## config.mk

```make
export PLATFORM = sky130hd
export DESIGN_NAME = hazard_scheduler
export DESIGN_NICKNAME = d
export VERILOG_FILES = /design/src/rtl/hazard_scheduler.sv
export SDC_FILE = /design/constraint.sdc
export NUM_CORES = 1
export LEC_CHECK = 0
export CORE_ASPECT_RATIO = 1.2
export CORE_MARGIN = 10
export CORE_UTILIZATION = 51
export CTS_BUF_LIST = sky130_fd_sc_hd__clkbuf_8
export CTS_CLUSTER_DIAMETER = 50
export DETAILED_ROUTE_END_ITERATION = 10
export PLACE_DENSITY_LB_ADDON = 0.2
export SLEW_MARGIN = 25
export SYNTH_ARGS = -nofsm -noshare
export SYNTH_HDL_FRONTEND = slang
export SYNTH_SLANG_ARGS = --single-unit
export TNS_END_PERCENT = 50
```

## constraint.sdc

```tcl
create_clock -name clk -period 3.53 [get_ports clk]
set_clock_uncertainty 0.2 [all_clocks]
set_input_delay 0.706 -clock clk [delete_from_list [all_inputs] [get_ports clk]]
set_output_delay 0.706 -clock clk [all_outputs]
set_load 0.01 [all_outputs]
```

## src/rtl/hazard_scheduler.sv

```systemverilog
// hazard_scheduler: ID-stage hazard unit for the five-stage MIPS core.
// A two-slot scoreboard (EX, MEM) records the destinations of in-flight
// producers. From it the block derives operand forwarding selects, the
// load-use stall and the taken-branch flush, and it counts stall/flush cycles.
//
// Handshake note: there is no valid/ready pairing here. Every ID input is
// taken to be valid in every cycle, and every output is a level that the
// pipeline consumes in the same cycle. hz_stall acts as the only
// back-pressure: while it is high the ID instruction is not accepted into EX.
module hazard_scheduler #(
  parameter int CNT_W = 16
) (
  input  logic             clk,
  input  logic             rst,
  input  logic [4:0]       id_rs,
  input  logic [4:0]       id_rt,
  input  logic             id_use_rs,
  input  logic             id_use_rt,
  input  logic             id_wreg,
  input  logic             id_m2reg,
  input  logic [4:0]       id_dest,
  input  logic             id_taken,
  input  logic             cnt_clr,
  output logic             hz_stall,
  output logic             hz_flush,
  output logic [1:0]       hz_fwda,
  output logic [1:0]       hz_fwdb,
  output logic [CNT_W-1:0] stall_cnt,
  output logic [CNT_W-1:0] flush_cnt
);

  // Forward select encoding as seen by the ID operand muxes.
  localparam logic [1:0] FWD_RF    = 2'd0;
  localparam logic [1:0] FWD_EXALU = 2'd1;
  localparam logic [1:0] FWD_MMALU = 2'd2;
  localparam logic [1:0] FWD_MMDAT = 2'd3;

  // Scoreboard slots. WB is not tracked: the register file is write-first.
  logic       ex_valid_q,  ex_valid_d;
  logic [4:0] ex_dest_q,   ex_dest_d;
  logic       ex_m2reg_q,  ex_m2reg_d;
  logic       mem_valid_q;
  logic [4:0] mem_dest_q;
  logic       mem_m2reg_q;

  logic [CNT_W-1:0] stall_cnt_q, stall_cnt_d;
  logic [CNT_W-1:0] flush_cnt_q, flush_cnt_d;

  logic m_ex_rs, m_mem_rs, m_ex_rt, m_mem_rt;
  logic [1:0] sel_a, sel_b;

  // Pick the youngest producer: EX ALU beats MEM, MEM ALU and MEM load are exclusive.
  function automatic logic [1:0] pick_fwd(input logic m_ex, input logic m_mem,
                                          input logic ex_ld, input logic mem_ld);
    logic [1:0] sel;
    sel = FWD_RF;
    if (m_ex && !ex_ld)        sel = FWD_EXALU;
    else if (m_mem && !mem_ld) sel = FWD_MMALU;
    else if (m_mem && mem_ld)  sel = FWD_MMDAT;
    return sel;
  endfunction

  // Source matching; reads of $0 and unused fields never match.
  always_comb begin
    m_ex_rs  = id_use_rs && (id_rs != 5'd0) && ex_valid_q  && (ex_dest_q  == id_rs);
    m_mem_rs = id_use_rs && (id_rs != 5'd0) && mem_valid_q && (mem_dest_q == id_rs);
    m_ex_rt  = id_use_rt && (id_rt != 5'd0) && ex_valid_q  && (ex_dest_q  == id_rt);
    m_mem_rt = id_use_rt && (id_rt != 5'd0) && mem_valid_q && (mem_dest_q == id_rt);
  end

  // Stall, flush and forward selects; selects are zeroed while stalled.
  always_comb begin
    sel_a    = pick_fwd(m_ex_rs, m_mem_rs, ex_m2reg_q, mem_m2reg_q);
    sel_b    = pick_fwd(m_ex_rt, m_mem_rt, ex_m2reg_q, mem_m2reg_q);
    hz_stall = (m_ex_rs || m_ex_rt) && ex_m2reg_q;
    hz_flush = id_taken && !hz_stall;
    hz_fwda  = hz_stall ? FWD_RF : sel_a;
    hz_fwdb  = hz_stall ? FWD_RF : sel_b;
  end

  // Next EX slot: the ID instruction, or a bubble when it is held back.
  always_comb begin
    ex_valid_d = 1'b0;
    ex_dest_d  = 5'd0;
    ex_m2reg_d = 1'b0;
    if (!hz_stall) begin
      ex_valid_d = id_wreg && (id_dest != 5'd0);
      ex_dest_d  = id_dest;
      ex_m2reg_d = id_m2reg;
    end
  end

  // Scoreboard advance: ID -> EX -> MEM every edge.
  always_ff @(posedge clk or posedge rst) begin
    if (rst) begin
      ex_valid_q  <= 1'b0;
      ex_dest_q   <= 5'd0;
      ex_m2reg_q  <= 1'b0;
      mem_valid_q <= 1'b0;
      mem_dest_q  <= 5'd0;
      mem_m2reg_q <= 1'b0;
    end else begin
      ex_valid_q  <= ex_valid_d;
      ex_dest_q   <= ex_dest_d;
      ex_m2reg_q  <= ex_m2reg_d;
      mem_valid_q <= ex_valid_q;
      mem_dest_q  <= ex_dest_q;
      mem_m2reg_q <= ex_m2reg_q;
    end
  end

  // Saturating event counters; clear wins over increment.
  always_comb begin
    stall_cnt_d = stall_cnt_q;
    flush_cnt_d = flush_cnt_q;
    if (cnt_clr) begin
      stall_cnt_d = '0;
      flush_cnt_d = '0;
    end else begin
      if (hz_stall && (stall_cnt_q != {CNT_W{1'b1}})) stall_cnt_d = stall_cnt_q + 1'b1;
      if (hz_flush && (flush_cnt_q != {CNT_W{1'b1}})) flush_cnt_d = flush_cnt_q + 1'b1;
    end
  end

  // Counter registers.
  always_ff @(posedge clk or posedge rst) begin
    if (rst) begin
      stall_cnt_q <= '0;
      flush_cnt_q <= '0;
    end else begin
      stall_cnt_q <= stall_cnt_d;
      flush_cnt_q <= flush_cnt_d;
    end
  end

  assign stall_cnt = stall_cnt_q;
  assign flush_cnt = flush_cnt_q;

endmodule

```

# Yosys cells after proc, flatten, opt, wreduce, memory -nomap -nowiden
# Cells that the tools add are included.
[word_totals]
register_bits = 46
input_bits = 23
output_inout_bits = 38
wordCells = 61
[classes]
addsub = 2
eq_ne = 6
mux = 15
n_reduce_logical = 30
[op_table]
columns = ["cell", "count"]
rows = [
  ["$mux 16", 4],
  ["$add 16x1->16 const B", 2],
  ["$ne 16x16->1 const B", 2],
  ["$logic_and 1x1->1", 21],
  ["$eq 5x5->1", 4],
  ["$mux 2", 8],
  ["$reduce_bool 5->1", 3],
  ["$mux 5", 1],
  ["$reduce_bool 2->1", 2],
  ["$logic_not 1->1", 3],
  ["$mux 1", 2],
  ["$logic_or 1x1->1", 1],
]

# Longest topological paths before layout
[logic_depth]
depth_word = 11
ltp_mapped = 8
mapped_depth_nobuf = 7

# Least setup slack after synthesis
# OpenSTA, ideal clock, no wires.
[synth_path]
path_type = "input -> output"
start = "input port id_rt[1]"
end = "output port hz_flush"
arrival_ns = 2.312
t_required_ns = 2.624
setup_slack_ns = 0.312
stages = 7
n_path_buf = 2
cell_sequence = "or4_1 > o21ai_2 > nor3_2 > o21a_1 > clkbuf_1 > clkbuf_1 > nor2b_1"
[synth_via]
elab_chain_cells = 8
elab_cells_between_ends = 9
cone_classes = "1 x eq/ne; 8 x reduce/logical"
[synth_rtl]
columns = ["item", "line_no", "source"]
rows = [
  ["start: declaration", "16", "input logic [4:0] id_rt,"],
  ["$reduce_bool 5->1", "67", "m_ex_rt = id_use_rt && (id_rt != 5'd0) && ex_valid_q && (ex_dest_q == id_rt);"],
  ["$logic_and 1x1->1 (2 in a row)", "67", ""],
  ["$logic_and 1x1->1 (*)", "67", ""],
  ["$logic_or 1x1->1 (*)", "75", "hz_stall = (m_ex_rs || m_ex_rt) && ex_m2reg_q;"],
  ["$logic_and 1x1->1 (*)", "75", ""],
  ["named net hz_stall", "24", "output logic hz_stall,"],
  ["$logic_not 1->1 (*)", "--", ""],
  ["$logic_and 1x1->1 (*)", "76", "hz_flush = id_taken && !hz_stall;"],
  ["end: declaration", "25", "output logic hz_flush,"],
]
# The timed path passes the listed nets; every way through them passes the cells marked *.

# Final worst setup path
[layout_path]
start = "input port id_rt[1]"
end = "output port hz_stall"
[layout_via]
elab_chain_cells = 6
elab_cells_between_ends = 7
cone_classes = "1 x eq/ne; 6 x reduce/logical"
[layout_rtl]
columns = ["item", "line_no"]
rows = [
  ["$reduce_bool 5->1", "67"],
  ["$logic_and 1x1->1 (2 in a row)", "67"],
  ["$logic_and 1x1->1 (*)", "67"],
  ["$logic_or 1x1->1 (*)", "75"],
  ["$logic_and 1x1->1 (*)", "75"],
  ["end: declaration", "24"],
]
# Mark *: on every way between the ends. The rest lies on a longest branch, timed or not.

==> qor.yml <==
maxSlewViolCount: 0
syn_area_um2: 2530
worst_hold_slack_ns: 0.242
cap_violations: 0
clk_latency_ns: 0.31
slowest_stage: "or4_1"
final-setup-viol-count: 0
totalWireLength_mm: 6.36
crit_type: "in -> out"
hold_buffers: 0
min_path_type: "reg -> reg"
critPathMaxFanout: 6
dp.final_hpwl_mm: 4.86
finalHoldViolCount: 0
synth_top_cell_area_share: 0.456
crit_path_start_kind: "input port"
overflow: 0
die_x_um: 84.2
synthTopCellsByArea: "dfrtp_1 (46%), xnor2_1 (7.3%), a21oi_1 (5.0%)"
grt_usage: 0.156
status: "finished, final reports clean"
coreArea_um2: 4870
first_pass_iters: 4
die_y_um: 97.1
syn_avg_cell_area_um2: 9.32
synth_area_leader_cell: "dfrtp_1"
clock_sinks: 46
pre_cts_ws_ns: -0.294
ys_seq_area_frac: 0.456
yosysWarnings: 0
path_cells: "clkdlybuf4s50_1, or4_1, o21ai_2, nor3_2, o21a_2, dlygate4sd2_1"
first_iter_violations: 67
via_per_inst: 5.60
wl_per_cell_um: 15.7
total_leakage_power_nw: 1.29
antenna_found_initial: 0
syn_to_final_growth_pct: 33.2
endpoint_kind: "output pin"
grt_pass1_vias: 2288
numPortBuffers: 60
p_total_mw: 1.01
cts-root-buf: "clkbuf_8"
cts.clk_slew.worst_paths_ns: 0.09
clk_path_buf_depth: 2
ys_async_sr_fraction: 1.00
critPathMaxStageDelay_ns: 0.55
yosysUniqueCellTypes: 37
cts_tree: "built"
cp.arrival_ns: 2.51
initial_utilization: 0.519
gp_congestion: 0.866
remaining_drc_errors: 0
nets: 368
nFillCells: 381
synth-seq-cells: 46
slew_headroom: 0.468
rsz0062_at_grt: "false"
instances_no_fill: 404
grt_max_degree: 47
ctsHtreeMaxLevel: 2
vdd_drop_max_v: 0.000233
fin_util: 0.691
power_density_nw_per_um2: 301
drive_gt1_frac: 0.128
cp.required_ns: 2.62
place_inst: 396
syn_inst: 271
cts_setup_buffers: 0
numCtsBuffers: 5
grt_first_pass_wirelength_mm: 10.7
finalCriticalPeriod_ns: 3.42
num_vias: 2262
worst_slack_ns: 0.109
diodes: 0
postRouteAntennaNets: 0
ys.flop_type: "dfrtp_1"
ioPinCount: 61
die_area_um2: 8180
rows: 28
tightest_slew_ns: 0.797
post-route-period-util: 0.969
synth_edf_count: 0
fmax_mhz: 292
synth_nets: 296
-- logic make-up after synthesis --
family                     share of synthesized area
and+or+nand+nor                                0.268
buffers and inverters                         0.0253
xor gates and xnor gates                      0.0763
DFF                                            0.456
muxes                                         0.0262
AOI/OAI and AO/OA                              0.138
adders and majority gates                    0.00990
-- synth_stat cells, drive strengths merged (2+ instances only) --
master,instances
ha,2
o21a,2
nand2,24
o21ai,15
nand3,10
clkbuf,11
nor4,4
o31ai,8
inv,3
nor2,18
a21oi,25
nor2b,13
or4,12
dfrtp,46
nor3,7
o21ba,2
nand2b,4
xnor2,21
or3,10
mux2,5
and3,3
nand4,13
-- path summary, 6_finish.rpt --
check                                             from                         to  slack [ns]  depth (start not counted)
worst max register to register  ex_dest_q[3]$_DFF_PP0_  stall_cnt[14]$_DFFE_PP0P_        1.18                          8
min in group asynchronous                          rst       ex_valid_q$_DFF_PP0_        0.64                          2
worst max-delay path                          id_rt[1]                   hz_stall        0.11                          6
worst min register to register  ex_dest_q[4]$_DFF_PP0_    mem_dest_q[4]$_DFF_PP0_        0.24                          0
max in group asynchronous                          rst  stall_cnt[12]$_DFFE_PP0P_        2.01                          2
worst min-delay path            ex_dest_q[4]$_DFF_PP0_    mem_dest_q[4]$_DFF_PP0_        0.24                          0
-- repair_timing --
action / 4_1_cts / 5_1_grt
endpoints found under the setup margin: 6 / 5
gates resized for setup: 7 / 10
gates cloned: 0 / 0
hold endpoints to repair: 0 / 0
-- layout by cell type, fill, tap and decap left out, drive strengths merged, types with 10 or more instances in the layout --
cell type	netlist	final
clkdlybuf4s50	0	54
dfrtp	46	46
or3	10	10
nand3	10	10
or4	12	12
nor2b	13	13
o21ai	15	15
xnor2	21	21
a21oi	25	25
nand4	13	13
nand2	24	24
buf	1	17
nor2	18	18
clkbuf	11	11
-- worst max-delay path: cells and delay by family --
kind | cells | cell delay [ns]
AO/OA/AOI/OAI | 2 | 0.43
AND/OR/NAND/NOR | 2 | 0.62
buffers and inverters | 2 | 0.75
-- layer usage --
layer / vias up / share of wire / GRT usage / wire length (um)
met5: - / 0 / 0 / 0
met4: 0 / 0.024 / 0.0594 / 150
met3: 14 / 0.062 / 0.0562 / 393
met2: 57 / 0.51 / 0.270 / 3270
met1: 1064 / 0.40 / 0.167 / 2540
li1: 1127 / - / - / -
-- flip-flops by register name, indices dropped and copies added (netlist names) --
signal,cells
ex_m2reg_q,1
ex_dest_q,5
mem_dest_q,5
mem_m2reg_q,1
mem_valid_q,1
stall_cnt,16
flush_cnt,16
ex_valid_q,1
-- final cells by class --
type | instances | area [um^2] | area share
multi-input cells | 210 | 1310 | 0.390
flip-flops and latches | 46 | 1150 | 0.342
repair buffers | 77 | 714 | 0.212
clock buffers | 6 | 82.6 | 0.0245
well taps | 60 | 75.1 | 0.0223
clock inverters | 2 | 16.3 | 0.00483
inverters | 3 | 12.5 | 0.00372
-- through the flow --
stage / area, um^2 / TNS (ns)
after floorplan: 2530 / 0
after global placement: 3290 / -1.25
after detailed placement: 3290 / -1.52
after CTS: 3380 / 0
after global routing: 3360 / 0
final: 3360 / 0
-- where the power goes --
group	leakage [nW]	internal, mW	total, mW	switching, mW
combinational	0.634	0.0609	0.113	0.0519
clock	0.0478	0.161	0.349	0.188
sequential	0.609	0.538	0.549	0.0119
(Power assumes the default switching activity.)
